<file path="src/rtl/hangman_pkg.sv">
// Shared types and constants for the hangman game-play core.
package hangman_pkg;
    localparam int LETTER_W      = 5;
    localparam int WORD_LEN      = 6;
    localparam int NUM_LETTERS   = 26;
    localparam int MAX_LIVES_DEF = 6;
    localparam logic [LETTER_W-1:0] BLANK_CODE = 5'd31;

    typedef logic [LETTER_W-1:0]                letter_t;
    typedef logic [WORD_LEN-1:0][LETTER_W-1:0]  word_t;
    typedef logic [NUM_LETTERS-1:0]             mask_t;
    typedef logic [WORD_LEN-1:0]                slots_t;
    typedef logic [3:0]                         lives_t;

    typedef enum logic [2:0] {
        ST_IDLE,
        ST_PLAY,
        ST_CHECK,
        ST_WON,
        ST_LOST
    } state_t;

    // Slot i occupies word bits [5i+4:5i].
    function automatic letter_t slot_of(input word_t w, input int i);
        return w[i];
    endfunction
endpackage

</file>
<file path="src/rtl/letter_match.sv">
// Per-slot comparator: match[i] is set when slot i of word holds letter.
module letter_match
    import hangman_pkg::*;
(
    input  word_t   word,
    input  letter_t letter,
    output slots_t  match
);
    for (genvar i = 0; i < WORD_LEN; i++) begin : g_slot
        assign match[i] = (slot_of(word, i) == letter);
    end
endmodule

</file>
<file path="config.mk">
export PLATFORM = sky130hd
export DESIGN_NAME = letter_match
export DESIGN_NICKNAME = d
export VERILOG_FILES = /design/src/rtl/hangman_pkg.sv /design/src/rtl/letter_match.sv
export SDC_FILE = /design/constraint.sdc
export NUM_CORES = 1
export LEC_CHECK = 0
export BUFFER_PORTS_ARGS = -buffer_cell sky130_fd_sc_hd__clkbuf_2
export CORE_AREA = 2 2 39 41
export DETAILED_ROUTE_END_ITERATION = 6
export DIE_AREA = 0 0 41 43
export PLACE_DENSITY = 0.7
export SYNTH_ARGS = -nofsm -noshare
export SYNTH_HDL_FRONTEND = slang
export SYNTH_SLANG_ARGS = --single-unit
</file>
<file path="constraint.sdc">
create_clock -name vclk -period 1.1
set_clock_uncertainty 0.2 [all_clocks]
set_input_delay 0.11 -clock vclk [all_inputs]
set_output_delay 0.11 -clock vclk [all_outputs]
set_load 0.005 [all_outputs]
</file>
==> results.json, run 1 <==
{
  "path_delay_family": "buffers and inverters",
  "cp-end-kind": "primary output",
  "postCtsSetupRepairBufs": 0,
  "synth_common_cells": "xnor2_1, xor2_1, nand3_1, nor3_2, buf_6",
  "tightest_slew_ns": 0.173,
  "syn_nets": 82,
  "whs_path_depth": 4,
  "grt_max_degree": 7,
  "final_nets": 124,
  "nClkBuffers": 0,
  "slew_headroom_pct": 88.4,
  "place_congestion": 0.635,
  "diodes": 0,
  "synth_area_per_cell_um2": 8.63,
  "drtIter0Drc": 2,
  "grt_antenna_before_repair": 0,
  "yosysMostFrequentCell": "xnor2_1",
  "max_freq_mhz": 905,
  "p_per_area_mw_per_mm2": 394,
  "regArea_um2": 0,
  "max_stage_delay_ns": 0.15,
  "initial_core_util_pct": 29.3,
  "global_route.overflow_total": 0,
  "core_area_mm2": 0.00138,
  "routedWlPerCell_um": 10.6,
  "crit_type": "in -> out",
  "ir_drop_uv": 185,
  "setup_viol_count_final": 1,
  "layout_setup_ws_ns": -0.00531,
  "placed_cell_area_um2": 608,
  "firstDrtPassIters": 3,
  "yosysSeqAreaShare_pct": 0,
  "synth_area_leaders": "xnor2_1, xor2_1, nor3_2, buf_6, nand3_1",
  "port_buffers": 41,
  "crit_buf_inv": 3,
  "hp-class": "in -> out",
  "design.seq.count": 0,
  "maxSlewViolCount": 0,
  "crit_chain": "clkbuf_16, buf_8, xor2_2, nor3_2, buf_2",
  "netlist_area_um2": 405,
  "track_usage_pct": 12.6,
  "io_pins": 41,
  "synthMuxAreaShare_pct": 0,
  "yosys.area_share.simple_pct": 22.2,
  "yosysWarningCount": 0,
  "critPathLaunchType": "input port",
  "drive_gt1_share_pct": 79.3,
  "rows": 14,
  "routed_wl_um": 1100,
  "vias": 449,
  "synthCells": 47,
  "final_hold_viol_count": 0,
  "crit_fanout": 5,
  "drt.antenna.violating_nets": 0,
  "hold_end": "match[1]",
  "die_h_um": 43,
  "fin_crit_ns": 1.11,
  "drv_cap": 0,
  "grt_pass1_vias": 441,
  "arrival_ns": 0.80,
  "routed_via_density": 4.36,
  "drc": 0,
  "synth_compound_area_share_pct": 0,
  "synth_top_area_cell": "xnor2_1",
  "num-fill-cells": 117,
  "grt_setup_unrepaired": "yes",
  "p_leak_nw": 0.426,
  "synth_adder_area_share_pct": 0,
  "die_x_um": 41,
  "outcome": "finished, violations left",
  "dieArea_mm2": 0.00176,
  "worst_ep_required_time_ns": 0.79,
  "yosys.cell_types.count": 6,
  "final_cell_area_um2": 871,
  "synth_top_family_by_area": "XOR/XNOR gates",
  "fin_util_pct": 62.9,
  "violations": "negative setup slack",
  "netlist.area_leader.share_pct": 38.9,
  "grt_pass1_wl_um": 1630,
  "synth-xor-area-share_pct": 64.8,
  "area_growth_pct": 115,
  "slowest_stage": "nor3_2",
  "hold_start": "word[8]",
  "multi_input_area_um2": 508,
  "fin_crit_sh_pct": 100
}
[metal layers]
metal,global-route usage (%),vias to the layer above,part of all wire [%]
li1,-,229,-
met1,14.1,201,32
met2,25.6,19,61
met3,0,0,6.8
met4,0,0,0
met5,0,-,0
[worst min-delay path: cells and delay by family]
kind | cells | cell delay (ns)
buf+inv | 2 | 0.21
simple gates | 1 | 0.08
xor+xnor | 1 | 0.06
[cells by family (layout without fill, tap and decap cells)]
| group | Yosys count | after routing |
|---|---|---|
| xor+xnor | 30 | 30 |
| simple gates | 12 | 12 |
| buf+inv | 5 | 45 |
[how the worst max path moves through the flow]
stage               from       end  slack, ns  cells past startpoint
6_report       letter[0]  match[4]     -0.005                      5
5_1_grt        letter[0]  match[5]      -0.03                      5
2_1_floorplan  letter[2]  match[0]       0.14                      4
3_3_place_gp   letter[4]  match[2]      -0.11                      5
4_1_cts        letter[2]  match[4]      -0.03                      5
3_5_place_dp   letter[1]  match[4]      -0.13                      5
[through the flow]
step                hold slack (ns)  TNS [ns]  power [mW]  std cells  setup WS, ns
finish                        0.376  -0.00531       0.343        103      -0.00531
global route                  0.407    -0.133       0.371        103       -0.0330
CTS                           0.392   -0.0624       0.282        103       -0.0290
detailed placement            0.388    -0.632       0.231        103        -0.131
global placement              0.376    -0.509       0.226        103        -0.105
floorplan                     0.171         0       0.148         47         0.137
[report_power, final]
group | leakage (nW) | total, mW | internal (mW) | switching (mW)
logic | 0.426 | 0.343 | 0.211 | 0.132
registers | 0 | 0 | 0 | 0
clock network | 0 | 0 | 0 | 0
total | 0.426 | 0.343 | 0.211 | 0.132
[final cells by class]
type / instances / share of cell area [%]
Timing Repair Buffer: 45 / 39.4
Tap cell: 16 / 2.30
Multi-Input combinational cell: 42 / 58.3
[repair_timing]
item                       4_1_cts  5_1_grt
hold buffers                     0        0
pin swaps                       23       15
setup endpoints to repair        6        6
resized for setup               21       30
[placed cells by master, fill, tap and decap left out]
cell type / netlist / final
xor2_2: 0 / 3
nand3_2: 0 / 1
xnor2_4: 0 / 2
buf_2: 0 / 5
xnor2_2: 0 / 12
buf_12: 0 / 2
buf_8: 0 / 2
nor3_2: 6 / 6
clkbuf_16: 0 / 2
buf_6: 4 / 4
nand3_1: 6 / 5
xnor2_1: 18 / 4
buf_4: 1 / 1
xor2_1: 12 / 9
clkbuf_2: 0 / 29
Note: power is estimated with default switching activity, not from simulation.
==> run 2, diff against run 1 <==
--- a/config.mk
+++ b/config.mk
@@ -9,7 +9,7 @@
 export CORE_AREA = 2 2 39 41
 export DETAILED_ROUTE_END_ITERATION = 6
 export DIE_AREA = 0 0 41 43
-export PLACE_DENSITY = 0.7
+export PLACE_DENSITY = 0.72
 export SYNTH_ARGS = -nofsm -noshare
 export SYNTH_HDL_FRONTEND = slang
 export SYNTH_SLANG_ARGS = --single-unit
==> results.json, run 2 (same netlist as run 1, synthesis figures left out) <==
{
  "outcome": "finished clean",
  "path_delay_family": "buffers and inverters",
  "crit_chain": "clkbuf_16, buf_8, xor2_2, nor3_2, buf_2",
  "final_hold_viol_count": 0,
  "multi_input_area_um2": 498,
  "grt_pass1_vias": 432,
  "die_x_um": 41,
  "arrival_ns": 0.78,
  "drt.antenna.violating_nets": 0,
  "setup_viol_count_final": 0,
  "p_per_area_mw_per_mm2": 387,
  "core_area_mm2": 0.00138,
  "holdWs_ns": 0.391,
  "drtIter0Drc": 1,
  "fin_crit_sh_pct": 99.3,
  "hp-class": "in -> out",
  "dieArea_mm2": 0.00176,
  "swShare_pct": 40.1,
  "port_buffers": 41,
  "routedWlPerCell_um": 11.4,
  "max_freq_mhz": 915,
  "whs_path_depth": 5,
  "nClkBuffers": 0,
  "mostFrequentLayoutCell": "clkbuf_2",
  "drive_gt1_share_pct": 81.4,
  "num-fill-cells": 116,
  "comb_power_share_pct": 100.0,
  "placed_cell_area_um2": 608,
  "grt_setup_unrepaired": "yes",
  "place_congestion": 0.617,
  "max_stage_delay_ns": 0.15,
  "maxSlewViolCount": 0,
  "diodes": 0,
  "cts_hold_buf": 0,
  "p_leak_nw": 0.421,
  "drc": 0,
  "die_h_um": 43,
  "final_cell_area_um2": 851,
  "hpwl_um": 914,
  "crit_buf_inv": 3,
  "routed_wl_um": 1160,
  "critPathLaunchType": "input port",
  "track_usage_pct": 13.1,
  "grt_pass1_wl_um": 1650,
  "final_nets": 123,
  "ir_drop_uv": 186,
  "slew_headroom_pct": 87.9,
  "crit_type": "in -> out",
  "routed_via_density": 4.27,
  "io_pins": 41,
  "slowest_stage": "nor3_2",
  "seqPwrFrac_pct": 0,
  "clkPwrFrac_pct": 0,
  "rows": 14,
  "design.seq.count": 0,
  "layout_setup_ws_ns": 0.00717,
  "power_switching_mw": 0.132,
  "hold_start": "word[2]",
  "cp-end-kind": "primary output",
  "hold_end": "match[0]",
  "worst_ep_required_time_ns": 0.79,
  "vias": 436,
  "grt_antenna_before_repair": 0,
  "grt_max_degree": 7,
  "crit_fanout": 5,
  "regArea_um2": 0,
  "fin_crit_ns": 1.09,
  "fin_util_pct": 61.5,
  "tightest_slew_ns": 0.180,
  "global_route.overflow_total": 0,
  "internal_power_mw": 0.197,
  "layout_common_cells": "clkbuf_2, xnor2_2, xor2_1",
  "place_ws_ns": -0.118,
  "firstDrtPassIters": 2,
  "drv_cap": 0,
  "initial_core_util_pct": 29.3,
  "area_growth_pct": 110
}
==> run 2: cell count changes in the layout (fill, tap and decap cells not counted), sizes merged <==
| cell | change |
|---|---|
| buf | -5 |
| clkbuf | +4 |
==> run 2: what timing repair did <==
item,in CTS,in global routing
pin swaps,23,9
resized for setup,29,15
endpoints found under the hold margin,0,0
setup endpoints to repair,6,6
setup buffers,0,0
==> run 2: tightest hold or removal path, cell delays in order <==
cell	delay, ns
clkbuf_2	0.08
xnor2_1	0.08
nand3_2	0.07
nor3_2	0.03
buf_2	0.11
==> run 2: area by class of cell <==
class / instances / share of cell area [%]
repair buffers: 44 / 39.1
multi-input cells: 42 / 58.5
well taps: 16 / 2.35
==> run 2: routing by layer <==
layer	wire (um)	vias to the layer above	global-route usage, %
li1	-	224	-
met1	422	191	15.4
met2	662	21	25.6
met3	76	0	0.524
met4	0	0	0
met5	0	-	0
==> run 2: per-stage QoR <==
| stage | TNS [ns] | std cells | power [mW] |
|---|---|---|---|
| 5_1_grt | -0.170 | 102 | 0.355 |
| 3_3_place_gp | -0.508 | 103 | 0.226 |
| 2_1_floorplan | 0 | 47 | 0.148 |
| 6_report | 0 | 102 | 0.330 |
| 3_5_place_dp | -0.632 | 103 | 0.232 |
| 4_1_cts | -0.0130 | 102 | 0.309 |
==> run 2: how the worst max path moves through the flow <==
stage | from | to | slack, ns | cells past startpoint
3_5_place_dp | letter[4] | match[3] | -0.12 | 5
3_3_place_gp | letter[4] | match[2] | -0.1 | 5
2_1_floorplan | letter[2] | match[0] | 0.14 | 4
6_report | letter[0] | match[4] | 0.007 | 5
4_1_cts | letter[0] | match[4] | -0.01 | 5
5_1_grt | letter[0] | match[5] | -0.05 | 5
==> run 2: power groups by stage <==
stage / combinational [mW] / clock, mW / sequential [mW]
CTS: 0.309 / 0 / 0
finish: 0.330 / 0 / 0
detailed placement: 0.232 / 0 / 0
floorplan: 0.148 / 0 / 0
global route: 0.355 / 0 / 0
global placement: 0.226 / 0 / 0
==> run 3, diff against run 2 <==
==> constraint.sdc (replaced) <==
create_clock -name vclk -period 1.3
set_clock_uncertainty 0.2 [all_clocks]
set_input_delay 0.13 -clock vclk [all_inputs]
set_output_delay 0.13 -clock vclk [all_outputs]
set_load 0.005 [all_outputs]
==> results.json, run 3 (same netlist as run 1, synthesis figures left out) <==
{
  "slew_headroom_pct": 85.5,
  "dieArea_mm2": 0.00176,
  "initial_core_util_pct": 29.3,
  "slowest_stage": "buf_2",
  "drv_cap": 0,
  "nClkBuffers": 0,
  "wl_met1_um": 396,
  "num-fill-cells": 142,
  "drtIter0Drc": 0,
  "io_pins": 41,
  "wl_met2_um": 576,
  "mostFrequentLayoutCell": "clkbuf_2",
  "area_growth_pct": 52.5,
  "die_h_um": 43,
  "track_usage_pct": 11.1,
  "diodes": 0,
  "firstDrtPassIters": 1,
  "ir_drop_uv": 114,
  "route.met3.wl_um": 73,
  "fin_crit_sh_pct": 96.4,
  "rows": 14,
  "place_ws_ns": 0.0373,
  "outcome": "finished clean",
  "p_leak_nw": 0.301,
  "crit_fanout": 6,
  "port_buffers": 41,
  "grt_pass1_wl_um": 1410,
  "max_freq_mhz": 798,
  "whs_path_depth": 4,
  "core_area_mm2": 0.00138,
  "routedWlPerCell_um": 10.5,
  "tightest_slew_ns": 0.217,
  "max_stage_delay_ns": 0.21,
  "vias": 418,
  "finalSetupTns_ns": 0,
  "drt.antenna.violating_nets": 0,
  "arrival_ns": 0.92,
  "hpwl_um": 937,
  "fin_cells": 100,
  "final_nets": 121,
  "place_congestion": 0.632,
  "drc": 0,
  "die_x_um": 41,
  "dr.max_layer_used": "met3",
  "maxSlewViolCount": 0,
  "routed_via_density": 4.18,
  "final_hold_viol_count": 0,
  "layout_common_cells": "clkbuf_2, xnor2_1, xor2_1",
  "crit_type": "in -> out",
  "cp-end-kind": "primary output",
  "critPathLaunchType": "input port",
  "grt_antenna_before_repair": 0,
  "grt_pass1_vias": 363,
  "p_per_area_mw_per_mm2": 322,
  "fin_util_pct": 44.7,
  "setup_viol_count_final": 0,
  "drive_gt1_share_pct": 61.9,
  "hp-class": "in -> out",
  "regArea_um2": 0,
  "routed_wl_um": 1050,
  "grt_max_degree": 7,
  "layout_setup_ws_ns": 0.0469,
  "global_route.overflow_total": 0,
  "fin_crit_ns": 1.25,
  "multi_input_area_um2": 383,
  "crit_chain": "buf_2, xnor2_1, nand3_1, nor3_2, clkbuf_2",
  "placedCellCount": 100,
  "design.seq.count": 0,
  "worst_ep_required_time_ns": 0.97,
  "cts_hold_buf": 0
}
[run 3: changes by cell type in the layout (fill, tap and decap cells not counted), sizes merged]
cell    before  now
buf          9    2
clkbuf      35   40
[run 3: per-layer routing]
metal	GRT usage (%)	vias up
li1	-	222
met5	0	-
met3	0	0
met2	20.6	21
met4	0	0
met1	14.2	175
[run 3: layout make-up]
cell class / instances / share of cell area (%)
Tap cell: 16 / 3.24
Multi-Input combinational cell: 42 / 61.9
Timing Repair Buffer: 42 / 34.8
[run 3: power by group]
| group | internal [mW] | switching [mW] |
|---|---|---|
| Clock | 0 | 0 |
| Combinational | 0.111 | 0.0887 |
| Sequential | 0 | 0 |
[run 3: critical path: cells and delay by family]
kind | cells | cell delay [ns]
xor+xnor | 1 | 0.15
buf+inv | 2 | 0.34
simple gates | 2 | 0.31
[run 3: repair_timing]
action	4_1_cts	5_1_grt
setup endpoints to repair	0	4
buffers inserted	0	0
gates resized for setup	0	7
[run 3: worst paths after layout]
path,from,to,slack [ns]
hold / removal,word[8],match[1],0.42
setup / recovery,letter[4],match[3],0.05
[run 3: through the flow]
step	power, mW	hold slack [ns]	instance area (um2)
3_3_place_gp	0.185	0.417	586
5_1_grt	0.217	0.435	618
3_5_place_dp	0.189	0.421	586
4_1_cts	0.190	0.422	586
6_report	0.199	0.416	618
2_1_floorplan	0.125	0.211	405
